$ cat src/rtl/t06_tick_pkg.sv
// rtl/t06_tick_pkg.sv - shared constants, types and round-robin helper for the tick scheduler
package t06_tick_pkg;

    localparam int NCH = 4;
    localparam int CHW = 2;
    localparam int PW  = 8;
    localparam int PRW = 19;

    typedef logic [CHW-1:0] ch_idx_t;
    typedef logic [PW-1:0]  period_t;

    typedef struct packed {
        period_t reload;
        logic    en;
        logic    oneshot;
    } chan_cfg_t;

    typedef enum logic {
        ARB_IDLE  = 1'b0,
        ARB_GRANT = 1'b1
    } arb_state_t;

    // First requesting channel at or after ptr, wrapping; returns ptr when nothing requests.
    function automatic ch_idx_t rr_pick(input logic [NCH-1:0] req, input ch_idx_t ptr);
        ch_idx_t sel;
        logic    found;
        int      idx;
        sel   = ptr;
        found = 1'b0;
        for (int i = 0; i < NCH; i++) begin
            idx = (int'(ptr) + i) % NCH;
            if (!found && req[idx]) begin
                sel   = ch_idx_t'(idx);
                found = 1'b1;
            end
        end
        return sel;
    endfunction

endpackage

$ cat src/rtl/t06_prescaler.sv
// rtl/t06_prescaler.sv - shared base-tick prescaler, one-clock tick every max_i+1 clocks
module t06_prescaler
    import t06_tick_pkg::*;
(
    input  logic           clk,
    input  logic           nrst,
    input  logic [PRW-1:0] max_i,
    output logic           tick_o
);

    logic [PRW-1:0] pre_cnt;

    // >= rather than == so lowering max_i below the running count ticks at once instead of wrapping
    assign tick_o = (pre_cnt >= max_i);

    // Free-running count, restarted on every tick
    always_ff @(posedge clk or negedge nrst) begin
        if (!nrst) begin
            pre_cnt <= '0;
        end else if (tick_o) begin
            pre_cnt <= '0;
        end else begin
            pre_cnt <= pre_cnt + PRW'(1);
        end
    end

endmodule

$ cat src/rtl/t06_tick_sched.sv
// rtl/t06_tick_sched.sv - periodic event scheduler with round-robin event handshake; T06_TICK_SCHED_ONESHOT_EN adds one-shot channels
module t06_tick_sched
    import t06_tick_pkg::*;
(
    input  logic           clk,
    input  logic           nrst,
    input  logic [PRW-1:0] max_i,
    input  logic           cfg_we,
    input  logic [CHW-1:0] cfg_ch,
    input  logic [PW-1:0]  cfg_period,
    input  logic           cfg_en,
    input  logic           cfg_oneshot,
    input  logic           evt_ready_i,
    output logic           evt_valid_o,
    output logic [CHW-1:0] evt_ch_o,
    output logic [NCH-1:0] ovf_o,
    output logic           base_tick_o
);

    logic       base_tick;
    chan_cfg_t  cfg_q [NCH];
    period_t    cnt_q [NCH];
    logic [NCH-1:0] pending_q;
    logic [NCH-1:0] ovf_q;
    logic [NCH-1:0] wr_vec;
    logic [NCH-1:0] expire;
    logic [NCH-1:0] acc_vec;
    logic       wr_oneshot;

    arb_state_t arb_state_q;
    arb_state_t arb_state_d;
    ch_idx_t    ch_q;
    ch_idx_t    ch_d;
    ch_idx_t    rr_q;
    ch_idx_t    rr_d;
    logic       accept;
    logic       withdraw;

`ifdef T06_TICK_SCHED_ONESHOT_EN
    assign wr_oneshot = cfg_oneshot;
`else
    logic unused_cfg_oneshot;
    assign unused_cfg_oneshot = cfg_oneshot;
    assign wr_oneshot         = 1'b0;
`endif

    t06_prescaler u_prescaler (
        .clk    (clk),
        .nrst   (nrst),
        .max_i  (max_i),
        .tick_o (base_tick)
    );

    assign base_tick_o = base_tick;
    assign ovf_o       = ovf_q;
    assign evt_valid_o = (arb_state_q == ARB_GRANT);
    assign evt_ch_o    = ch_q;

    // Per-channel decode of config writes, expiries and handshake acceptance
    always_comb begin
        wr_vec  = '0;
        expire  = '0;
        acc_vec = '0;
        for (int c = 0; c < NCH; c++) begin
            wr_vec[c]  = cfg_we && (cfg_ch == ch_idx_t'(c));
            expire[c]  = base_tick && cfg_q[c].en && (cfg_q[c].reload != '0)
                         && (cnt_q[c] == period_t'(1));
            acc_vec[c] = accept && (ch_q == ch_idx_t'(c));
        end
    end

    // Channel counters, pending and overrun flags; a config write overrides everything on its channel
    always_ff @(posedge clk or negedge nrst) begin
        if (!nrst) begin
            for (int c = 0; c < NCH; c++) begin
                cfg_q[c] <= '0;
                cnt_q[c] <= '0;
            end
            pending_q <= '0;
            ovf_q     <= '0;
        end else begin
            for (int c = 0; c < NCH; c++) begin
                if (wr_vec[c]) begin
                    cfg_q[c].reload  <= cfg_period;
                    cfg_q[c].en      <= cfg_en;
                    cfg_q[c].oneshot <= wr_oneshot;
                    cnt_q[c]         <= cfg_period;
                    pending_q[c]     <= 1'b0;
                    ovf_q[c]         <= 1'b0;
                end else begin
                    if (base_tick && cfg_q[c].en && (cfg_q[c].reload != '0)) begin
                        if (cnt_q[c] == period_t'(1)) begin
                            cnt_q[c] <= cfg_q[c].reload;
                        end else begin
                            cnt_q[c] <= cnt_q[c] - period_t'(1);
                        end
                    end
                    if (expire[c]) begin
                        // Expiry beats a same-cycle accept: the new event stays pending
                        pending_q[c] <= 1'b1;
                        if (pending_q[c] && !acc_vec[c]) begin
                            ovf_q[c] <= 1'b1;
                        end
                        if (cfg_q[c].oneshot) begin
                            cfg_q[c].en <= 1'b0;
                        end
                    end else if (acc_vec[c]) begin
                        pending_q[c] <= 1'b0;
                    end
                end
            end
        end
    end

    // Arbiter state, granted channel and round-robin pointer
    always_ff @(posedge clk or negedge nrst) begin
        if (!nrst) begin
            arb_state_q <= ARB_IDLE;
            ch_q        <= '0;
            rr_q        <= '0;
        end else begin
            arb_state_q <= arb_state_d;
            ch_q        <= ch_d;
            rr_q        <= rr_d;
        end
    end

    // Arbiter next state: grant from idle, accept or withdraw from grant; always idles one clock between events
    always_comb begin
        arb_state_d = arb_state_q;
        ch_d        = ch_q;
        rr_d        = rr_q;
        accept      = 1'b0;
        withdraw    = cfg_we && (cfg_ch == ch_q);
        case (arb_state_q)
            ARB_IDLE: begin
                if (|pending_q) begin
                    arb_state_d = ARB_GRANT;
                    ch_d        = rr_pick(pending_q, rr_q);
                end
            end
            ARB_GRANT: begin
                if (withdraw) begin
                    arb_state_d = ARB_IDLE;
                end else if (evt_ready_i) begin
                    accept      = 1'b1;
                    arb_state_d = ARB_IDLE;
                    rr_d        = (ch_q == ch_idx_t'(NCH - 1)) ? '0 : ch_q + ch_idx_t'(1);
                end
            end
            default: begin
                arb_state_d = ARB_IDLE;
            end
        endcase
    end

endmodule

$ cat config.mk
export PLATFORM = sky130hd
export DESIGN_NAME = t06_tick_sched
export DESIGN_NICKNAME = d
export VERILOG_FILES = /design/src/rtl/t06_tick_pkg.sv /design/src/rtl/t06_prescaler.sv /design/src/rtl/t06_tick_sched.sv
export SDC_FILE = /design/constraint.sdc
export NUM_CORES = 1
export LEC_CHECK = 0
export CAP_MARGIN = 25
export CELL_PAD_IN_SITES_DETAIL_PLACEMENT = 0
export CELL_PAD_IN_SITES_GLOBAL_PLACEMENT = 1
export CORE_ASPECT_RATIO = 0.7
export CORE_UTILIZATION = 40
export CTS_CLUSTER_DIAMETER = 200
export CTS_CLUSTER_SIZE = 16
export DETAILED_ROUTE_END_ITERATION = 12
export HOLD_SLACK_MARGIN = 0.02
export PLACE_DENSITY_LB_ADDON = 0.1
export SLEW_MARGIN = 20
export SYNTH_ARGS = -nofsm -noshare
export SYNTH_HDL_FRONTEND = slang
export SYNTH_SLANG_ARGS = --single-unit
export TNS_END_PERCENT = 20
$ cat constraint.sdc
create_clock -name clk -period 4.2 [get_ports clk]
set_clock_uncertainty 0.05 [all_clocks]
set_input_delay 1.26 -clock clk [delete_from_list [all_inputs] [get_ports clk]]
set_output_delay 1.26 -clock clk [all_outputs]
set_load 0.02 [all_outputs]
# Word-level counts from Yosys, hierarchy flattened

Index checks and enable logic that the tools add are counted.
W data, S select, Z words.

Logic and storage cells: 197
Bits in registers: 100
Bits of input ports: 35

Muxes and demuxes: 72
Bitwise gates (word level): 5
Reductions and logical operators: 71
Add/sub/neg operators: 9
$lt $le $gt $ge: 5
Equality and inequality tests: 11

Operator list:

| cell                    | count |
|---|---|
| $mux W8                 | 12 |
| $mux W1                 | 50 |
| $eq A8 B1 Y1 const B    | 4 |
| $reduce_bool A8 Y1      | 4 |
| $sub A8 B1 Y8 const B   | 4 |
| $logic_and A1 B1 Y1     | 28 |
| $reduce_bool A2 Y1      | 12 |
| $add A19 B1 Y19 const B | 1 |
| $ge A19 B19 Y1          | 1 |
| $mux W19                | 1 |
| $reduce_and A2 Y1       | 9 |
| $lt A3 B4 Y1 const B    | 3 |
| $reduce_bool A3 Y1      | 4 |
| $bmux W1 S2             | 4 |
| $eq A2 B2 Y1 const B    | 4 |
| $mux W2                 | 4 |
| $logic_not A1 Y1        | 7 |
| $reduce_or A2 Y1        | 3 |
| $add A2 B1 Y2 const B   | 2 |
| $add A2 B2 Y2 const B   | 2 |
| $eq A2 B1 Y1 const B    | 2 |
| $logic_not A2 Y1        | 2 |
| $reduce_or A4 Y1        | 1 |
| $and A1 B1 Y1 const A   | 3 |
| other kinds (5)         | 6 |

# Longest topological paths before layout

Depth after elaboration: 18
Gate-level depth with buffers: 10
Mapped depth without buffers: 9

# Hierarchy

Synthesis repeated with hierarchy kept, for this count alone.

Cells, all modules: 647
Area, all modules: 5865.6 um^2

Modules (own cells, without submodules):

| module         | cells an instance | instances | area an instance (um^2) |
|---|---|---|---|
| t06_tick_sched | 496               | 1         | 4508.1 |
| t06_prescaler  | 151               | 1         | 1357.6 |

# Least setup slack after synthesis

OpenSTA, ideal clock, no wires.

Path type: input to output
Start: in max_i[15]
End: out base_tick_o
Data arrival time: 2.940 ns
Required time: 2.890 ns
Path slack: -0.050 ns
Cell stages on the path: 8
Path through: inv_1 > ha_1 > and3_1 > nand4_1 > or3_1 > o211a_1 > inv_2 > clkbuf_1

Longest elaborated chain between the ends: 1

Ends and longest elaborated chain:

| element         | RTL line             | source |
|---|---|---|
| start, declared | t06_tick_sched.sv:7  | `input logic [PRW-1:0] max_i,` |
| $ge A19 B19 Y1  | t06_prescaler.sv:14  | `assign tick_o = (pre_cnt >= max_i);` |
| end, declared   | t06_tick_sched.sv:17 | `output logic base_tick_o` |

No other way between the ends.

# Final worst setup path

Start: in max_i[12]
End: out base_tick_o

The elaborated chain is that of the path after synthesis.

==> impl_metrics.csv <==
group,metric,value,unit
run_status,status,"completed",
critical_path,cp_slowest_cell,"a221o_1",
synth,yosysUniqueCellTypes,57,
final_layout,final_nets,821,
critical_path,r2r_cells,10,
sta,rsz0062_at_grt,"no",
placed_design,dpl.hpwl,10.7,mm
critical_path,r2r_end,"ovf_o[3]",
synth,synth_ff_type,"dfrtp_1",
synth,synth_edf_count,0,
floorplan,pin_count,43,
placed_design,dp.cells,930,
floorplan,num_rows,36,
floorplan,die-height,104,um
critical_path,startpoint_type,"primary input",
pwr,p_seq_frac,0.443,
critical_path,worstSetupPathType,"primary input to primary output",
critical_path,cp_top_family,"compound AO/OA/AOI/OAI gates",
clock_tree,cts_tree,"done",
sta,hold_slack,0.443,ns
clock_tree,cts.path.max_buffers,2,
placed_design,placed_cell_area,0.00653,mm^2
placed_design,portBuffers,41,
synth,synth_mux_area_frac,0.00925,
critical_path,cp_max_fo,2,
grt,grt.total_usage,0.217,
synth,yosys.area_share.simple,0.239,
drt,firstDrtPassIters,4,
sta,fmax,242,MHz
critical_path,path_depth,9,
pwr,internal_power,2090,uW
clock_tree,clkLatencyLatePin,0.35,ns
sta,setup_tns,0,ns
final_layout,fillers,1392,
grt,grt_pass1_vias,4927,
clock_tree,root_buffer,"clkbuf_16",
synth,ys_warn_count,0,
final_layout,num_antenna_cells,0,
final_layout,fin_area,0.00703,mm^2
floorplan,fp.dieArea,0.0154,mm^2
drt,via_per_inst,5.50,
synth,syn_avg_cell_area,8.21,um^2
final_layout,regArea,0.00250,mm^2
clock_tree,htree_levels,3,
critical_path,crit_end,"base_tick_o",
critical_path,reg2reg_setup_slack,1.25,ns
grt,grt_max_degree,54,
final_layout,final_common_cell,"nand2_1",
synth,syn-cell-area,0.00595,mm^2
critical_path,crit_chain,"buf_6 -> inv_4 -> ha_4 -> a21o_1 -> a221o_1 -> a221oi_2 -> o211a_1 -> inv_2 -> buf_6",
pwr,p_per_area,467,mW/mm^2
drt,drc,0,
drt,wl_per_cell,16.8,um
final_layout,final_cell_mix,"nand2_1 (173), dfrtp_1 (100), nor2_1 (63)",
critical_path,critical_path.endpoint_type,"primary output",
floorplan,die_x,148,um
sta,slew_headroom,0.443,
final_layout,area_growth,18.1,%
pwr,leakage,0.00313,uW
drt,wl,15.9,mm
run,drv_cap,0,
pwr,p_sw_frac,0.363,
pwr,p_clk_frac,0.249,
critical_path,setup.worst_path.start,"max_i[12]",
sta,drv_slew,0,
synth,ys_seq_area_frac,0.420,
synth,synth_xor_area_frac,0.0471,
min_path,hold_start,"ovf_o[3]",
clock_tree,cts.sink_count,100,
synth,synthesis.nets,792,
sta,setup-violations-final,0,
final_layout,multi_input_area,0.00332,mm^2
synth,ys_ff_latch,100,
synth,synthArstFlopShare,1.00,
final_layout,drive_above_1_share,0.104,
floorplan,core_region_area,0.0142,mm^2
pwr,peakVddDrop,0.000224,V
min_path,min_path_cells,2,
grt,grt-ovfl-total,0,
final_layout,finalCoreUtilization,0.494,
clock_tree,cts.reportedPaths.clkPinSlew,0.06,ns
drt,drt_iter0_markers,286,
synth,synthCells,725,
pwr,p_sw,1190,uW
synth,synth-compound-area-share,0.164,
pwr,power_frac_comb,0.308,
placed_design,place.gp.congestion,0.838,
critical_path,arrival,2.82,ns
grt,grt_pass1_wl,26.2,mm
floorplan,start_util,0.418,
synth,synth_top_family_by_area,"simple AND/OR/NAND/NOR gates",
critical_path,cp.buffers_inverters,4,
critical_path,cp.required,2.89,ns
synth,synthAdderAreaFrac,0.0673,
critical_path,r2r_start,"u_prescaler.pre_cnt[14]",
drt,vias,5223,
sta,timing.final.crit_share,0.982,
drt,antenna_left,0,
sta,worst_pin_slew,0.833,ns
clock_tree,numCtsBuffers,9,
sta,hold_viol,0,
grt,antenna_found_initial,0,
critical_path,slowest_delay,0.35,ns
sta,period_minus_slack,4.13,ns
critical_path,path_common_cell,"buf_6",
final_layout,final_cells,949,
min_path,hp-class,"flop to flop",
==> per-layer routing <==
metal | GRT usage | wire length (um) | vias up | part of all wire
li1 | - | - | 2552 | -
met3 | 0.0430 | 741 | 20 | 0.047
met4 | 0.0589 | 255 | 0 | 0.016
met1 | 0.323 | 8160 | 2542 | 0.51
met5 | 0 | 0 | - | 0
met2 | 0.317 | 6780 | 109 | 0.43
==> cells in the mapped netlist, types with 4 or more instances <==
cell	number	area, um^2
nand3_1	13	65.1
a21o_1	4	30.0
xor2_1	18	158
o2111ai_1	5	43.8
a21oi_1	44	220
o31ai_1	5	37.5
nand4_1	8	50.1
or4_1	4	30.0
o41ai_1	4	35.0
nor2b_1	5	31.3
and2_1	6	37.5
o22ai_1	4	25.0
dfrtp_1	100	2500
nor3_1	10	50.1
nor2_1	64	240
or3_1	5	31.3
and3_1	6	37.5
o21ai_0	45	225
o22a_1	4	35.0
a31oi_1	22	138
inv_1	38	143
clkbuf_1	25	93.8
ha_1	32	400
nand2b_1	5	31.3
buf_2	4	20.0
nor4_1	11	68.8
xnor2_1	14	123
nand2_1	173	649
buf_4	5	37.5
mux2_2	4	45.0
==> timing repair <==
item | in CTS | in global routing
cloned | 0 | 0
hold buffers | 0 | 0
endpoints found under the setup margin | 1 | 1
resized for setup | 41 | 26
buffers inserted | 3 | 1
pin swaps | 23 | 19
==> stage by stage <==
stage | setup WS [ns] | total power [uW]
after floorplan | 0.0253 | 2090
after global placement | -0.792 | 2370
after detailed placement | -0.916 | 2400
after CTS | 0.00363 | 3280
after global routing | 0.00109 | 3520
final | 0.0744 | 3280
==> power by group through the flow <==
stage                     clock network (uW)  registers [uW]  logic, uW
final                                    818            1450       1010
after global routing                     876            1490       1160
after CTS                                841            1450        988
after detailed placement                   0            1450        948
after global placement                     0            1450        917
after floorplan                            0            1380        708
==> final cells by class <==
class | count | share of cell area
Sequential cell | 100 | 0.356
Multi-Input combinational cell | 549 | 0.472
Clock inverter | 3 | 0.00267
Timing Repair Buffer | 55 | 0.0753
Clock buffer | 13 | 0.0384
Tap cell | 190 | 0.0338
Inverter | 39 | 0.0215
==> worst min path at each step <==
stage           endpoint  slack (ns)
2_1_floorplan  cfg_q[31]        0.39
3_3_place_gp    ovf_o[3]        0.41
3_5_place_dp   cfg_q[31]        0.43
4_1_cts         ovf_o[0]        0.45
5_1_grt         ovf_o[3]        0.47
6_report        ovf_o[3]        0.44
==> kinds of logic after synthesis <==
| family | Yosys count |
|---|---|
| simple gates | 322 |
| compound gates | 158 |
| flops | 100 |
| buf+inv | 76 |
| xor+xnor | 32 |
| fa+ha+maj | 32 |
| mux | 5 |
==> registers in the layout (all words and copies together), names as in the netlist <==
register             flops
cfg_q                   36
cnt_q                   32
u_prescaler.pre_cnt     19
ovf_o                    4
pending_q                4
evt_ch_o                 2
rr_q                     2
evt_valid_o              1
==> worst min-delay path: stages (launching register included) <==
cell	delay [ns]
dfrtp_1	0.34
nand2_1	0.05
o31ai_1	0.06
(Power assumes the default switching activity.)
